**src/rtl/ama_riscv_imm_sched_if.sv**
```systemverilog
// Immediate-select type and the fetch/decode handshake bundle
// for the immediate-generator scheduler.
package ama_riscv_imm_sched_pkg;
    typedef enum logic [2:0] {
        IG_DISABLED = 3'd0,
        IG_I_TYPE   = 3'd1,
        IG_S_TYPE   = 3'd2,
        IG_B_TYPE   = 3'd3,
        IG_J_TYPE   = 3'd4,
        IG_U_TYPE   = 3'd5
    } ig_sel_t;
endpackage

interface ama_riscv_imm_sched_if #(
    parameter int PC_W = 32
);
    import ama_riscv_imm_sched_pkg::*;

    logic            if_valid;
    logic            if_ready;
    logic [31:0]     if_inst;
    logic [PC_W-1:0] if_pc;
    logic            id_valid;
    logic            id_ready;
    ig_sel_t         ig_sel;
    logic [24:0]     ig_d_in;
    logic [PC_W-1:0] id_pc;
    logic            id_illegal;

    modport master (
        output if_valid, if_inst, if_pc, id_ready,
        input  if_ready, id_valid, ig_sel, ig_d_in, id_pc, id_illegal
    );

    modport slave (
        input  if_valid, if_inst, if_pc, id_ready,
        output if_ready, id_valid, ig_sel, ig_d_in, id_pc, id_illegal
    );
endinterface

```
**src/rtl/ama_riscv_imm_sched.sv**
```systemverilog
// Decode front end: 2-entry skid buffer that decodes the opcode
// into an immediate select and presents it registered.
module ama_riscv_imm_sched
    import ama_riscv_imm_sched_pkg::*;
#(
    parameter int PC_W  = 32,
    parameter int CNT_W = 16
) (
    input  logic             clk,
    input  logic             rst,
    input  logic             flush,
    ama_riscv_imm_sched_if.slave bus,
    output logic [CNT_W-1:0] stall_cnt,
    output logic [CNT_W-1:0] illegal_cnt
);

    typedef struct packed {
        ig_sel_t         sel;
        logic [24:0]     d;
        logic [PC_W-1:0] pc;
        logic            ill;
    } entry_t;

    typedef enum logic [1:0] {EMPTY, ONE, FULL} state_t;

    state_t           state_q, state_d;
    entry_t           main_q, main_d;
    entry_t           skid_q, skid_d;
    entry_t           in_ent;
    logic [CNT_W-1:0] stall_q, stall_d;
    logic [CNT_W-1:0] ill_q, ill_d;
    logic             in_fire;
    logic             out_fire;

    // Opcode decode of the incoming word
    always_comb begin
        in_ent.d   = bus.if_inst[31:7];
        in_ent.pc  = bus.if_pc;
        in_ent.sel = IG_DISABLED;
        in_ent.ill = 1'b0;
        case (bus.if_inst[6:0])
            7'b0110111,
            7'b0010111: in_ent.sel = IG_U_TYPE;
            7'b1101111: in_ent.sel = IG_J_TYPE;
            7'b1100111,
            7'b0000011,
            7'b0010011,
            7'b1110011: in_ent.sel = IG_I_TYPE;
            7'b0100011: in_ent.sel = IG_S_TYPE;
            7'b1100011: in_ent.sel = IG_B_TYPE;
            7'b0110011,
            7'b0001111: in_ent.sel = IG_DISABLED;
            default:    in_ent.ill = 1'b1;
        endcase
    end

    assign bus.if_ready   = (state_q != FULL);
    assign bus.id_valid   = (state_q != EMPTY);
    assign in_fire        = bus.if_valid & bus.if_ready;
    assign out_fire       = bus.id_valid & bus.id_ready;
    assign bus.ig_sel     = bus.id_valid ? main_q.sel : IG_DISABLED;
    assign bus.ig_d_in    = main_q.d;
    assign bus.id_pc      = main_q.pc;
    assign bus.id_illegal = bus.id_valid & main_q.ill;
    assign stall_cnt      = stall_q;
    assign illegal_cnt    = ill_q;

    // Buffer occupancy and entry movement
    always_comb begin
        state_d = state_q;
        main_d  = main_q;
        skid_d  = skid_q;
        case (state_q)
            EMPTY: begin
                if (in_fire) begin
                    state_d = ONE;
                    main_d  = in_ent;
                end
            end
            ONE: begin
                if (in_fire && out_fire) begin
                    main_d = in_ent;
                end else if (in_fire) begin
                    state_d = FULL;
                    skid_d  = in_ent;
                end else if (out_fire) begin
                    state_d = EMPTY;
                end
            end
            FULL: begin
                if (out_fire) begin
                    state_d = ONE;
                    main_d  = skid_q;
                end
            end
            default: state_d = EMPTY;
        endcase
        if (flush) begin
            state_d = EMPTY;
        end
    end

    // Saturating stall and illegal-transfer counters
    always_comb begin
        stall_d = stall_q;
        ill_d   = ill_q;
        if (bus.id_valid && !bus.id_ready && (stall_q != '1)) begin
            stall_d = stall_q + 1'b1;
        end
        if (out_fire && bus.id_illegal && (ill_q != '1)) begin
            ill_d = ill_q + 1'b1;
        end
    end

    // State, buffer and counter registers
    always_ff @(posedge clk or negedge rst) begin
        if (!rst) begin
            state_q <= EMPTY;
            main_q  <= '0;
            skid_q  <= '0;
            stall_q <= '0;
            ill_q   <= '0;
        end else begin
            state_q <= state_d;
            main_q  <= main_d;
            skid_q  <= skid_d;
            stall_q <= stall_d;
            ill_q   <= ill_d;
        end
    end

endmodule
```
**src/flat_wrapper.sv**
```systemverilog
// flat-port wrapper written by rule: the top's interface ports become plain ports
module ama_riscv_imm_sched_flat import ama_riscv_imm_sched_pkg::*;
#(
    parameter int PC_W  = 32,
    parameter int CNT_W = 16
)
  (clk, rst, flush, stall_cnt, illegal_cnt, bus_if_valid, bus_if_inst, bus_if_pc, bus_id_ready, bus_if_ready, bus_id_valid, bus_ig_sel, bus_ig_d_in, bus_id_pc, bus_id_illegal);
  ama_riscv_imm_sched_if #(.PC_W(PC_W)) bus_i ();
  input  logic clk;
  input  logic rst;
  input  logic flush;
  output logic [CNT_W-1:0] stall_cnt;
  output logic [CNT_W-1:0] illegal_cnt;
  input wire logic [$bits(bus_i.if_valid)-1:0] bus_if_valid;
  input wire logic [$bits(bus_i.if_inst)-1:0] bus_if_inst;
  input wire logic [$bits(bus_i.if_pc)-1:0] bus_if_pc;
  input wire logic [$bits(bus_i.id_ready)-1:0] bus_id_ready;
  output wire logic [$bits(bus_i.if_ready)-1:0] bus_if_ready;
  output wire logic [$bits(bus_i.id_valid)-1:0] bus_id_valid;
  output wire logic [$bits(bus_i.ig_sel)-1:0] bus_ig_sel;
  output wire logic [$bits(bus_i.ig_d_in)-1:0] bus_ig_d_in;
  output wire logic [$bits(bus_i.id_pc)-1:0] bus_id_pc;
  output wire logic [$bits(bus_i.id_illegal)-1:0] bus_id_illegal;
  assign bus_i.if_valid = bus_if_valid;
  assign bus_i.if_inst = bus_if_inst;
  assign bus_i.if_pc = bus_if_pc;
  assign bus_i.id_ready = bus_id_ready;
  assign bus_if_ready = bus_i.if_ready;
  assign bus_id_valid = bus_i.id_valid;
  assign bus_ig_sel = bus_i.ig_sel;
  assign bus_ig_d_in = bus_i.ig_d_in;
  assign bus_id_pc = bus_i.id_pc;
  assign bus_id_illegal = bus_i.id_illegal;
  ama_riscv_imm_sched #(.PC_W(PC_W), .CNT_W(CNT_W)) u_core (.clk(clk), .rst(rst), .flush(flush), .bus(bus_i), .stall_cnt(stall_cnt), .illegal_cnt(illegal_cnt));
endmodule
```
**config.mk**
```make
export PLATFORM = sky130hd
export DESIGN_NAME = ama_riscv_imm_sched_flat
export DESIGN_NICKNAME = d
export VERILOG_FILES = /design/src/rtl/ama_riscv_imm_sched_if.sv /design/src/rtl/ama_riscv_imm_sched.sv /design/src/flat_wrapper.sv
export SDC_FILE = /design/constraint.sdc
export NUM_CORES = 1
export LEC_CHECK = 0
export ABC_CLOCK_PERIOD_IN_PS = 1600
export CORE_UTILIZATION = 45
export CTS_CLUSTER_DIAMETER = 80
export DETAILED_ROUTE_END_ITERATION = 16
export PLACE_DENSITY = 0.87
export SLEW_MARGIN = 25
export SYNTH_ARGS = -nofsm -noshare
export SYNTH_HDL_FRONTEND = slang
export SYNTH_SLANG_ARGS = --single-unit
```
**constraint.sdc**
```tcl
create_clock -name clk -period 1.6 [get_ports clk]
set_input_delay 0.24 -clock clk [delete_from_list [all_inputs] [get_ports clk]]
set_output_delay 0.24 -clock clk [all_outputs]
set_load 0.1 [all_outputs]
```
==> impl_metrics.yaml, run 1 <==
cts:
  cts.sinks: 156
  buffer_cell_driving_the_clock_tree_root: "clkbuf_16"
  max-clock-path-buffers: 2
  insertion_delay_to_the_later_sink_of_the_worst_skew_pair_ps: 420
  clk_transition_reported_paths_ps: 60
  cts_max_level: 4
  cts_inserted_buffers: 17
  cts_tree: "yes"
yosys:
  synth-warning-count: 0
  synth_enable_flop_cells: 0
  synth_top_cells_by_area: "dfrtp_1 54%, mux2_2 9.6%, nand2_1 7.2%, buf_4 6.0%, a31oi_1 5.2%"
  asyncSetResetFlopFracSynth_pct: 100
  cell_taking_the_most_area_after_synthesis: "dfrtp_1"
  post_synth.cell_area_avg_um2: 10.3
  postSynthNetCount: 769
  syn_inst: 698
  ys_types: 43
  ys_seq_elements: 156
  synth_flop_cell: "dfrtp_1"
  synth.top_cell.area_share_pct: 54.3
  post_synthesis_sequential_area_ratio_pct: 54.3
  synth.cell_area_um2: 7190
floorplanning:
  die_height_um: 128
  fp.coreArea_um2: 15400
  die_w_um: 128
  io-pin-count: 164
  initial_core_util_pct: 46.7
  placementRows: 45
  dieArea_um2: 16500
power_and_ir_drop:
  sw_frac_of_total_pct: 39.1
  combinational_power_share_pct: 43.2
  share_of_total_power_in_the_clock_network_pct: 23.5
  leakage_power_of_the_design_nw: 5.48
  ir_drop_mv: 0.955
  internal_power_mw: 10.1
  p_per_area_nw_per_um2: 1310
  part_of_the_power_in_registers_pct: 33.3
  power.switching_mw: 6.49
worst_setup_path:
  critical_path_peak_fanout: 6
  worst-r2r-setup-slack_ps: -210
  critPathMaxStageDelay_ps: 430
  critical_path_required_ps: 1940
  end_kind: "register"
  arrival_ps: 2150
  timing.critical_path.slowest_stage_cell: "dfrtp_2"
  critical_path.cell_chain: "buf_6, buf_6, mux2i_4, o2bb2ai_4, buf_12, buf_12, buf_12, nor2_1, a31oi_1"
  worst_path_dominant_cell_family: "buffers and inverters"
  path_buf_inv: 5
  startpoint_type: "register"
  setup.worst_path.class: "register to register"
  most_frequent_cp_cell: "buf_12"
sta:
  max_slew.worst_pin.slew_ps: 511
  maxSlewHeadroom_pct: 65.7
  postLayoutSetupSlackWorst_ps: -213
  grt_setup_unrepaired: "true"
  report.final.setup_viol: 137
  timing.final.crit_period_ps: 1810
  timing.setup.tns_ps: -13420
  maxSlewViolCount: 0
  clock-skew-final_ps: 10.2
  finalHoldViolCount: 0
  max_freq_ghz: 0.552
  final.period_utilization_pct: 113
routing:
  route.detailed.wl_per_inst_um: 22.7
  highest_layer: "met4"
  remaining_drc_errors: 0
  drt_wl_total_um: 25800
  wl_met3_um: 1610
  detailroute.via_count: 6409
  remaining_antenna_violation_count: 0
  detailedRoute.firstIterationViolations: 471
  drt-met1-wl_um: 9390
  detailedRoute.firstPassIterationCount: 5
  met2WireLength_um: 13800
  via_per_inst: 5.65
placed_design:
  io_buffers: 163
  pre_cts_ws_ps: -422
  place.gp.congestion: 0.835
  placement.cell_area_um2: 10300
  detailed_place_hpwl_um: 12700
global_routing:
  first_global_vias: 6174
  globalRouteTotalUtil_pct: 25.5
  antenna_found_initial: 0
  grt_pass1_wl_um: 32000
  global_route.overflow_total: 0
  grt_start_max_net_pins: 47
cells_and_area:
  n_antenna_cell: 0
  design.final.nets: 982
  commonest_cells_after_routing_fill_and_taps_aside: "134 x nand2_1, 123 x dfrtp_1, 110 x buf_12, 67 x clkdlybuf4s50_1, 61 x buf_4"
  num-fill-cells: 725
  layout-drive-gt1-share_pct: 46.8
  layout-area-overhead-vs-synth_pct: 75.8
  final_common_cell: "nand2_1"
  final_cell_area_um2: 12600
hold_path:
  timing.hold.worst.class: "primary input to asynchronous set/reset pin"
job:
  number_of_max_capacitance_violations_reported: 0
run_status:
  outcome: "complete, but fails checks"
  violations: "setup timing"
## power groups by stage
stage          logic, mW  clock network, mW  registers, mW
3_3_place_gp        5.99                  0           5.39
3_5_place_dp        6.12                  0           5.44
4_1_cts             6.37               3.89           5.39
6_report            7.15               3.90           5.51
5_1_grt             7.36               4.10           5.57
2_1_floorplan       3.15                  0           6.14
## registers in the layout, indices dropped and copies added (netlist names)
register,count
u_core.skid_q,61
u_core.bus.ig_d_in,25
u_core.stall_cnt,16
u_core.state_q,2
u_core.bus.id_pc,32
u_core.illegal_cnt,16
u_core.main_q,4
## worst reg2reg max path, stage by stage, from the launching register on
cell and delay (ps):
dfrtp_2 430, buf_6 120, buf_6 110, mux2i_4 180, o2bb2ai_4 260, buf_12 190, buf_12 120, buf_12 130
nor2_1 50, a31oi_1 140
## per-stage QoR
stage	utilization [%]	hold WS [ps]	instances	power (mW)
2_1_floorplan	-	-55.6	698	9.29
3_3_place_gp	67.3	208	1050	11.4
3_5_place_dp	67.3	213	1050	11.6
4_1_cts	73.6	331	1102	15.7
5_1_grt	82.2	369	1135	17.0
6_report	82.2	337	1135	16.6
## synthesized netlist by cell type, types with 4 or more instances
cell type  instances
xor2_1             8
a21oi_1            9
nand2_1          138
and3_1             4
buf_2             16
nand4_1           14
nand3_1           10
a31oi_1           60
inv_1              6
nor3_1             5
nor2b_1            7
xnor2_1           18
nand2b_1           4
dfrtp_1          156
buf_4             57
clkbuf_1          14
mux2_2            61
nor2_1            76
## layout make-up
class                      instances  area [um^2]  area share (%)
clock buffer                      22          474            3.75
clock inverter                    10         90.1           0.713
inverter                           7         28.8           0.228
multi-input combinational        443         3570            28.3
sequential                       156         4010            31.7
tap                              211          264            2.09
timing repair buffer             286         4190            33.2
## layer usage
metal,track usage (%),vias to the layer above
li1,-,2748
met1,29.1,3271
met2,44.8,317
met3,6.20,73
met4,12.2,0
met5,0,-
## path summary, 6_finish.rpt
path	from	end	depth (start not counted)
max in group asynchronous	rst	u_core.skid_q[1]	3
setup / recovery	u_core.state_q[1]	u_core.bus.ig_d_in[11]	9
setup reg to reg	u_core.state_q[1]	u_core.bus.ig_d_in[11]	9
hold / removal	rst	u_core.stall_cnt[3]	2
min in group clk	bus_if_pc[20]	u_core.bus.id_pc[20]	3
hold reg to reg	u_core.main_q[60]	u_core.main_q[60]	1
## cells by family (layout without fill, tap and decap cells)
logic type | Yosys count | count (layout) | share of synthesized area, %
AOI/OAI and AO/OA | 83 | 83 | 7.57
xor gates and xnor gates | 26 | 26 | 3.17
adders and majority gates | 2 | 2 | 0.348
buffers and inverters | 99 | 325 | 8.67
DFF | 156 | 156 | 54.3
muxes | 63 | 63 | 9.84
and+or+nand+nor | 269 | 269 | 16.1
## timing repair
| action | 4_1_cts | 5_1_grt |
|---|---|---|
| buffers inserted | 14 | 19 |
| gates resized for setup | 34 | 163 |
| hold endpoints to repair | 41 | 0 |
| endpoints found under the setup margin | 111 | 151 |
| hold buffers | 1 | 0 |
| cloned | 5 | 20 |
| pin swaps | 18 | 18 |
Power figures use the tool's default switching activity.
==> inputs of run 2 (changes only) <==
--- a/config.mk
+++ b/config.mk
@@ -7,10 +7,10 @@
 export LEC_CHECK = 0
 export ABC_CLOCK_PERIOD_IN_PS = 1600
 export CORE_UTILIZATION = 45
+export CTS_BUF_LIST = sky130_fd_sc_hd__clkbuf_8
 export CTS_CLUSTER_DIAMETER = 80
 export DETAILED_ROUTE_END_ITERATION = 16
 export PLACE_DENSITY = 0.87
-export SLEW_MARGIN = 25
 export SYNTH_ARGS = -nofsm -noshare
 export SYNTH_HDL_FRONTEND = slang
 export SYNTH_SLANG_ARGS = --single-unit
==> impl_metrics.yaml, run 2 (synthesis results as in run 1) <==
power_and_ir_drop:
  ir_drop_mv: 0.854
  totalPowerFinal_mw: 15.6
  p_per_area_nw_per_um2: 1230
  leakage_power_of_the_design_nw: 5.47
routing:
  detailroute.via_count: 6538
  route.detailed.wl_per_inst_um: 23.4
  detailedRoute.firstPassIterationCount: 5
  detailedRoute.firstIterationViolations: 451
  drt_wl_total_um: 26900
  remaining_drc_errors: 0
  via_per_inst: 5.70
  remaining_antenna_violation_count: 0
sta:
  maxSlewHeadroom_pct: 59.8
  finalHoldViolCount: 0
  grt_setup_unrepaired: "true"
  final.period_utilization_pct: 117
  timing.final.crit_period_ps: 1880
  max_freq_ghz: 0.533
  max_slew.worst_pin.slew_ps: 597
  clock-skew-final_ps: 16.2
  postLayoutSetupSlackWorst_ps: -278
  report.final.setup_viol: 139
  maxSlewViolCount: 0
worst_setup_path:
  arrival_ps: 2240
  critical_path_required_ps: 1960
  end_kind: "register"
  critical_path_peak_fanout: 8
  startpoint_type: "register"
  setup.worst_path.class: "register to register"
floorplanning:
  placementRows: 45
  die_w_um: 128
  dieArea_um2: 16500
  die_height_um: 128
  io-pin-count: 164
  fp.coreArea_um2: 15400
  initial_core_util_pct: 46.7
cells_and_area:
  final_common_cell: "nand2_1"
  num-fill-cells: 719
  max_ffs_per_register: 61
  layout-drive-gt1-share_pct: 48.8
  design.final.nets: 995
  registers.top_by_ff_count: "u_core.skid_q"
  final_cell_area_um2: 12700
  layout.area.seq_um2: 4010
  area_used_by_multi_input_combinational_logic_um2: 3660
  n_antenna_cell: 0
  commonest_cells_after_routing_fill_and_taps_aside: "134 x nand2_1, 123 x dfrtp_1, 110 x buf_12, 67 x clkdlybuf4s50_1, 66 x buf_4"
  layout-area-overhead-vs-synth_pct: 76.8
cts:
  insertion_delay_to_the_later_sink_of_the_worst_skew_pair_ps: 450
  buffer_cell_driving_the_clock_tree_root: "clkbuf_8"
  clk_transition_reported_paths_ps: 100
  cts_max_level: 4
  max-clock-path-buffers: 2
  cts_inserted_buffers: 17
  cts.sinks: 156
  cts_tree: "yes"
run_status:
  violations: "setup timing"
  outcome: "complete, but fails checks"
placed_design:
  io_buffers: 163
  placement.cell_area_um2: 10300
  place.gp.congestion: 0.835
  detailed_place_hpwl_um: 12700
global_routing:
  first_global_vias: 6162
  global_route.overflow_total: 0
  globalRouteTotalUtil_pct: 24.8
  antenna_found_initial: 0
  grt_start_max_net_pins: 47
  grt_pass1_wl_um: 31400
hold_path:
  timing.hold.worst.class: "primary input to asynchronous set/reset pin"
job:
  number_of_max_capacitance_violations_reported: 0
-- run 2: cell count changes in the layout (fill, tap and decap cells not counted), sizes merged --
cell | before | now
inv | 8 | 10
clkbuf | 38 | 37
buf | 202 | 214
-- run 2: stage by stage --
stage	hold WS [ps]	setup slack, ps	util (%)	instances	setup TNS [ps]
finish	285	-278	82.7	1148	-15390
detailed placement	213	-422	67.3	1050	-41560
global placement	208	-376	67.3	1050	-34340
floorplan	-55.6	-257	-	698	-3080
global route	313	-310	82.7	1148	-20990
CTS	288	-155	72.3	1101	-10590
-- run 2: worst paths after layout --
| check | slack [ps] | start | cells past startpoint | end |
|---|---|---|---|---|
| min reg2reg | 520 | u_core.skid_q[51] | 1 | u_core.skid_q[51] |
| max | -280 | u_core.state_q[1] | 9 | u_core.bus.id_pc[13] |
| min | 290 | rst | 2 | u_core.skid_q[26] |
| max reg2reg | -280 | u_core.state_q[1] | 9 | u_core.bus.id_pc[13] |
| min in group clk | 370 | bus_if_pc[20] | 3 | u_core.bus.id_pc[20] |
| max in group asynchronous | 700 | rst | 3 | u_core.bus.id_pc[2] |
-- run 2: cell type report --
class                           count  area share, %
Multi-Input combinational cell    443           28.8
Clock buffer                       20           2.17
Timing Repair Buffer              299           34.4
Tap cell                          211           2.08
Inverter                            7          0.246
Clock inverter                     12          0.768
Sequential cell                   156           31.6
-- run 2: what timing repair did --
action,CTS,global route
gates resized for setup,27,181
setup buffers,13,28
hold buffers,1,0
cloned,5,23
hold endpoints to repair,41,0
pin swaps,17,21
endpoints found under the setup margin,104,157
-- run 2: report_power, final --
group | internal (mW) | switching [mW]
combinational | 3.08 | 4.15
clock | 1.34 | 1.52
sequential | 4.78 | 0.729
total | 9.19 | 6.40
-- run 2: routing by layer --
metal / part of all wire [%] / global-route usage (%) / vias up / routed length, um
met3: 6.1 / 6.20 / 114 / 1650
met4: 5.4 / 11.8 / 0 / 1450
met5: 0 / 0 / - / 0
met2: 53 / 43.9 / 343 / 14200
met1: 36 / 28.1 / 3305 / 9620
li1: - / - / 2776 / -
-- run 2: worst max-delay path: stages, from the launching register on --
cell	delay, ps
dfrtp_2	430
buf_6	140
buf_6	110
mux2i_4	190
o2bb2ai_4	200
buf_12	180
buf_12	120
clkbuf_16	160
nor2_1	50
a31oi_1	210
